$ cat src/rtl/fft_pkg.sv
// Shared types and helpers for the FFT output reorder path.
// LOG2N helper, bit-reverse function, sample layout, read FSM states.
package fft_pkg;

  localparam int BITREV_W = 13;
  localparam int SAMPLE_W = 16;

  typedef struct packed {
    logic [SAMPLE_W-1:0] re;
    logic [SAMPLE_W-1:0] im;
  } sample_t;

  typedef enum logic {
    RD_IDLE = 1'b0,
    RD_READ = 1'b1
  } rd_state_e;

  function automatic int log2n(input int n);
    return $clog2(n);
  endfunction

  // Reverse the low 'bits' bits of v; upper bits come back zero.
  function automatic logic [BITREV_W-1:0] bitrev(
    input logic [BITREV_W-1:0] v,
    input int bits
  );
    logic [BITREV_W-1:0] r;
    r = {<<{v}};
    return r >> (BITREV_W - bits);
  endfunction

endpackage

$ cat src/rtl/fft_pingpong_ram.sv
// Two-bank sample RAM: one write port, one registered read port.
// Ports: clk, rst, we/waddr/wdata, re/raddr/rdata; addr = {bank, index}.
module fft_pingpong_ram #(
  parameter int ADDR_W = 7,
  parameter int DATA_W = 32
) (
  input  logic              clk,
  input  logic              rst,
  input  logic              we,
  input  logic [ADDR_W-1:0] waddr,
  input  logic [DATA_W-1:0] wdata,
  input  logic              re,
  input  logic [ADDR_W-1:0] raddr,
  output logic [DATA_W-1:0] rdata
);

  logic [DATA_W-1:0] mem [2**ADDR_W];

  always_ff @(posedge clk) begin
    if (we) mem[waddr] <= wdata;
  end

  // Read register holds its value between reads.
  always_ff @(posedge clk) begin
    if (rst) rdata <= '0;
    else if (re) rdata <= mem[raddr];
  end

endmodule

$ cat src/rtl/fft_bitrev_reorder.sv
// Bit-reversed to natural order reorder stage (ping-pong banks).
// Ports: clk, rst, enable_in, in_re/in_im -> enable_out, out_re/out_im,
// out_index. FFT_REORDER_FFTSHIFT_EN: emit DC-centred order.
module fft_bitrev_reorder
  import fft_pkg::*;
#(
  parameter int N     = 64,
  parameter int WIDTH = 16,
  localparam int LOG2N = log2n(N)
) (
  input  logic             clk,
  input  logic             rst,
  input  logic             enable_in,
  input  logic [WIDTH-1:0] in_re,
  input  logic [WIDTH-1:0] in_im,
  output logic             enable_out,
  output logic [WIDTH-1:0] out_re,
  output logic [WIDTH-1:0] out_im,
  output logic [LOG2N-1:0] out_index
);

  localparam logic [LOG2N-1:0] LAST = LOG2N'(N - 1);
`ifdef FFT_REORDER_FFTSHIFT_EN
  localparam logic [LOG2N-1:0] RD_XOR = LOG2N'(N / 2);
`else
  localparam logic [LOG2N-1:0] RD_XOR = '0;
`endif

  logic [LOG2N-1:0]    wr_cnt;
  logic                wr_bank;
  logic                wr_last;
  logic [BITREV_W-1:0] wr_rev;
  logic [1:0]          full;

  rd_state_e        state, state_n;
  logic [LOG2N-1:0] rd_cnt, rd_cnt_n;
  logic             rd_bank, rd_bank_n;
  logic             rd_en;
  logic             rd_done;
  logic [LOG2N-1:0] rd_addr;

  logic [2*WIDTH-1:0] rdata;

  assign wr_rev  = bitrev(BITREV_W'(wr_cnt), LOG2N);
  assign wr_last = enable_in && (wr_cnt == LAST);
  assign rd_addr = rd_cnt ^ RD_XOR;

  always_ff @(posedge clk) begin
    if (rst) begin
      wr_cnt  <= '0;
      wr_bank <= 1'b0;
    end else if (enable_in) begin
      wr_cnt <= wr_cnt + 1'b1;
      if (wr_last) wr_bank <= ~wr_bank;
    end
  end

  // A bank is freed on the cycle its last address issues; the writer
  // may start refilling it at that same edge.
  always_ff @(posedge clk) begin
    if (rst) begin
      full <= '0;
    end else begin
      if (rd_done) full[rd_bank] <= 1'b0;
      if (wr_last) full[wr_bank] <= 1'b1;
    end
  end

  always_ff @(posedge clk) begin
    if (rst) begin
      state   <= RD_IDLE;
      rd_cnt  <= '0;
      rd_bank <= 1'b0;
    end else begin
      state   <= state_n;
      rd_cnt  <= rd_cnt_n;
      rd_bank <= rd_bank_n;
    end
  end

  always_comb begin
    state_n   = state;
    rd_cnt_n  = rd_cnt;
    rd_bank_n = rd_bank;
    rd_en     = 1'b0;
    rd_done   = 1'b0;
    unique case (state)
      RD_IDLE: begin
        if (full[rd_bank]) begin
          state_n  = RD_READ;
          rd_cnt_n = '0;
        end
      end
      RD_READ: begin
        rd_en    = 1'b1;
        rd_cnt_n = rd_cnt + 1'b1;
        if (rd_cnt == LAST) begin
          rd_done   = 1'b1;
          rd_bank_n = ~rd_bank;
          rd_cnt_n  = '0;
          state_n   = full[~rd_bank] ? RD_READ : RD_IDLE;
        end
      end
      default: state_n = RD_IDLE;
    endcase
  end

  fft_pingpong_ram #(
    .ADDR_W (LOG2N + 1),
    .DATA_W (2 * WIDTH)
  ) u_ram (
    .clk   (clk),
    .rst   (rst),
    .we    (enable_in),
    .waddr ({wr_bank, wr_rev[LOG2N-1:0]}),
    .wdata ({in_re, in_im}),
    .re    (rd_en),
    .raddr ({rd_bank, rd_addr}),
    .rdata (rdata)
  );

  assign out_re = rdata[2*WIDTH-1:WIDTH];
  assign out_im = rdata[WIDTH-1:0];

  always_ff @(posedge clk) begin
    if (rst) begin
      enable_out <= 1'b0;
      out_index  <= '0;
    end else begin
      enable_out <= rd_en;
      out_index  <= rd_en ? rd_addr : '0;
    end
  end

endmodule
$ cat config.mk
export PLATFORM = sky130hd
export DESIGN_NAME = fft_bitrev_reorder
export DESIGN_NICKNAME = d
export VERILOG_FILES = /design/src/rtl/fft_pkg.sv /design/src/rtl/fft_pingpong_ram.sv /design/src/rtl/fft_bitrev_reorder.sv
export SDC_FILE = /design/constraint.sdc
export NUM_CORES = 2
export LEC_CHECK = 0
export BUFFER_PORTS_ARGS = -buffer_cell sky130_fd_sc_hd__buf_2
export CORE_ASPECT_RATIO = 2
export CORE_UTILIZATION = 35
export DETAILED_ROUTE_END_ITERATION = 8
export MAX_ROUTING_LAYER = met4
export PLACE_DENSITY = 0.53
export SLEW_MARGIN = 20
export SYNTH_ARGS = -nofsm -noshare
export SYNTH_HDL_FRONTEND = slang
export SYNTH_SLANG_ARGS = --single-unit
export TNS_END_PERCENT = 20
$ cat constraint.sdc
create_clock -name clk -period 4.6 [get_ports clk]
set_clock_uncertainty 0.05 [all_clocks]
set_input_delay 0 -clock clk [delete_from_list [all_inputs] [get_ports clk]]
set_output_delay 0 -clock clk [all_outputs]
set_load 0.01 [all_outputs]
==> results.sh <==
export IMPL_cts_tree="yes"
export IMPL_postCtsSetupBuffers=0
export IMPL_hold_violations=0
export IMPL_grt_overflow=0
export IMPL_initial_utilization=0.3518
export IMPL_crit_required_ps=5320
export IMPL_max_cap_violations=0
export IMPL_numCtsBuffers=354
export IMPL_netlist_instances=7129
export IMPL_wl_per_cell_um=37.31
export IMPL_die_area_um2=459300
export IMPL_synth_edff_count=4096
export IMPL_total_power_mw=73.36
export IMPL_final_common_cell="edfxtp_1"
export IMPL_synth_area_per_cell_um2=22.41
export IMPL_path_clk_slew_ps=70
export IMPL_gp_congestion=0.8989
export IMPL_hold_depth=2
export IMPL_hold_buffers=36
export IMPL_antenna_left=0
export IMPL_finalSetupTns_ps=0
export IMPL_vias=79210
export IMPL_p_per_area_nw_per_um2=401.6
export IMPL_seq_area_um2=124100
export IMPL_worstMarginPinSlew_ps=1311
export IMPL_rr_endpoint="u_ram.rdata[27]$_SDFFE_PP0P_"
export IMPL_fill_cells=39680
export IMPL_area_growth_pct=14.34
export IMPL_firstDrtPassIters=6
export IMPL_worst_path_max_delay_cell="a21oi_1"
export IMPL_root_buffer="clkbuf_16"
export IMPL_syn_nets=7166
export IMPL_grt_usage=0.2308
export IMPL_cp_slowest_stage_delay_ps=1130
export IMPL_nets=7657
export IMPL_clock_latency_ps=960
export IMPL_holdPathEnd="u_ram.mem[122][0]$_DFFE_PP_"
export IMPL_fin_crit_ps=4523
export IMPL_multi_input_area_um2=34300
export IMPL_end_kind="flip-flop"
export IMPL_numClockSinks=4152
export IMPL_grt_pass1_wl_um=702300
export IMPL_ys_flop_type="edfxtp_1"
export IMPL_cts_resized_gates=0
export IMPL_synthArstFlopShare=0
export IMPL_worst_hold_path_type="in -> reg"
export IMPL_worst_path_buf_inv=4
export IMPL_synth_area_um2=159700
export IMPL_rsz0062_at_grt="false"
export IMPL_ir_drop_mv=0.2966
export IMPL_drtIter0Drc=9048
export IMPL_drive_gt1_frac=0.2800
export IMPL_num_rows=350
export IMPL_grt_pass1_vias=80930
export IMPL_p_leak_nw=54.30
export IMPL_rr_worst_depth=9
export IMPL_crit_path_frequent_cell="buf_4"
export IMPL_yosys_register_bits=4152
export IMPL_io_buffer_count=73
export IMPL_synthDistinctLibCells=60
export IMPL_maxSlewHeadroom=0.1261
export IMPL_core_area_um2=454100
export IMPL_drc=0
export IMPL_dp_hpwl_um=318100
export IMPL_fin_ws_ps=77.02
export IMPL_period_share=0.9833
export IMPL_dp_slack_ps=252.4
export IMPL_post_route_util=0.4022
export IMPL_fin_hold_ws_ps=51.63
export IMPL_grt_max_degree=129
export IMPL_clockBufferDepth=4
export IMPL_routed_wl_um=519700
export IMPL_die_w_um=479.7
export IMPL_crit_arrival_ps=5250
export IMPL_outcome="finished clean"
export IMPL_ios=74
export IMPL_via_per_inst=5.687
export IMPL_timing_rr_start="rd_addr[0]$_SDFFE_PP0P_"
export IMPL_fp_dieH_um=957.4
export IMPL_fmax_ghz=0.2211
export IMPL_cp_max_fo=19
export IMPL_crit_path_cell_trace="buf_12 -> buf_4 -> buf_4 -> mux4_2 -> mux2i_1 -> buf_4 -> o2111ai_1 -> a21oi_1 -> a2111oi_2"
export IMPL_reg2reg_slack_ps=80
export IMPL_seq_area_frac_synth=0.7770
export IMPL_ctsHtreeMaxLevel=5
export IMPL_cp_top_family="compound AO/OA/AOI/OAI gates"
export IMPL_final_cell_mix="4096 x edfxtp_1, 932 x mux4_2, 496 x mux2i_1"
export IMPL_final_max_slew_viol_count=0
export IMPL_synth_warnings=0
export IMPL_antenna_found_initial=45
export IMPL_setup_viol=0
export IMPL_worstSetupStartpointType="flip-flop"
export IMPL_path_class="reg -> reg"
export IMPL_worstHoldStart="in_im[0]"
## cell usage after synthesis, types with 17 or more instances
| cell | count | share of area |
|---|---|---|
| a221o_1 | 84 | 0.0053 |
| a221oi_1 | 52 | 0.0029 |
| buf_4 | 52 | 0.0024 |
| mux4_2 | 932 | 0.13 |
| a22oi_1 | 117 | 0.0055 |
| edfxtp_1 | 4096 | 0.77 |
| a221oi_2 | 19 | 0.0018 |
| dfxtp_1 | 56 | 0.0070 |
| a21oi_1 | 69 | 0.0022 |
| or2_2 | 17 | 0.00067 |
| nand3_1 | 61 | 0.0019 |
| clkbuf_1 | 182 | 0.0043 |
| o21ai_0 | 60 | 0.0019 |
| o2111ai_1 | 26 | 0.0014 |
| nor2_1 | 236 | 0.0055 |
| buf_1 | 35 | 0.00082 |
| buf_2 | 88 | 0.0028 |
| mux2i_1 | 496 | 0.031 |
| buf_6 | 46 | 0.0032 |
| nor3_1 | 40 | 0.0013 |
| nand3b_1 | 28 | 0.0013 |
| a2111oi_1 | 19 | 0.0012 |
| nand2_1 | 84 | 0.0020 |
## metal layers
layer / vias up / share of wire / track usage / wire length, µm
met5: - / 0 / - / 0
met4: 0 / 0.072 / 0.1428 / 37580
met3: 932 / 0.056 / 0.02628 / 29050
met2: 3240 / 0.53 / 0.4030 / 275600
met1: 43700 / 0.34 / 0.2505 / 177500
li1: 31340 / - / - / -
## state kept, by name (all words and copies together) (netlist names)
register	count
out_index	6
u_ram.mem	4096
wr_bank	1
wr_cnt	6
full	2
rd_bank	1
rd_addr	6
enable_out	1
state	1
u_ram.rdata	32
## through the flow
step	cells	cell area, µm²
final	13930	182700
after global routing	13910	182600
after CTS	13880	182500
after detailed placement	13210	170700
after global placement	13210	170700
after floorplan	7129	159700
## layout make-up
cell class	instances	area share
clock inverter	201	0.01140
clock buffer	427	0.05103
inverter	6	0.0001918
multi-input combinational	2551	0.1878
sequential	4152	0.6796
tap	5984	0.04099
antenna	51	0.0006987
timing repair buffer	555	0.02828
## cells by family after synthesis
| kind of cell | after synthesis | synth area share |
|---|---|---|
| compound gates | 581 | 0.02891 |
| mux | 1439 | 0.1633 |
| simple gates | 522 | 0.01491 |
| fa+ha+maj | 2 | 0.0001566 |
| flops | 4152 | 0.7770 |
| xor+xnor | 7 | 0.0003838 |
| buf+inv | 426 | 0.01541 |
## how the worst max path moves through the flow
| stage | startpoint | end | slack (ps) | depth (start not counted) |
|---|---|---|---|---|
| 2_1_floorplan | wr_bank$_SDFFE_PP0P_ | u_ram.mem[76][0]$_DFFE_PP_ | 740 | 4 |
| 6_report | rd_addr[0]$_SDFFE_PP0P_ | u_ram.rdata[27]$_SDFFE_PP0P_ | 80 | 9 |
| 5_1_grt | rd_addr[0]$_SDFFE_PP0P_ | u_ram.rdata[27]$_SDFFE_PP0P_ | 150 | 9 |
| 3_5_place_dp | rd_addr[0]$_SDFFE_PP0P_ | u_ram.rdata[27]$_SDFFE_PP0P_ | 250 | 9 |
| 4_1_cts | rd_addr[0]$_SDFFE_PP0P_ | u_ram.rdata[27]$_SDFFE_PP0P_ | 250 | 9 |
| 3_3_place_gp | rd_addr[0]$_SDFFE_PP0P_ | u_ram.rdata[4]$_SDFFE_PP0P_ | 120 | 7 |
## power by group
group	total (mW)	leakage, nW	internal (mW)	switching, mW
combinational	1.20	11.4	0.191	1.01
sequential	41.6	37.3	41.6	0.0174
clock	30.6	5.58	16.7	13.9
Power figures use the tool's default switching activity.
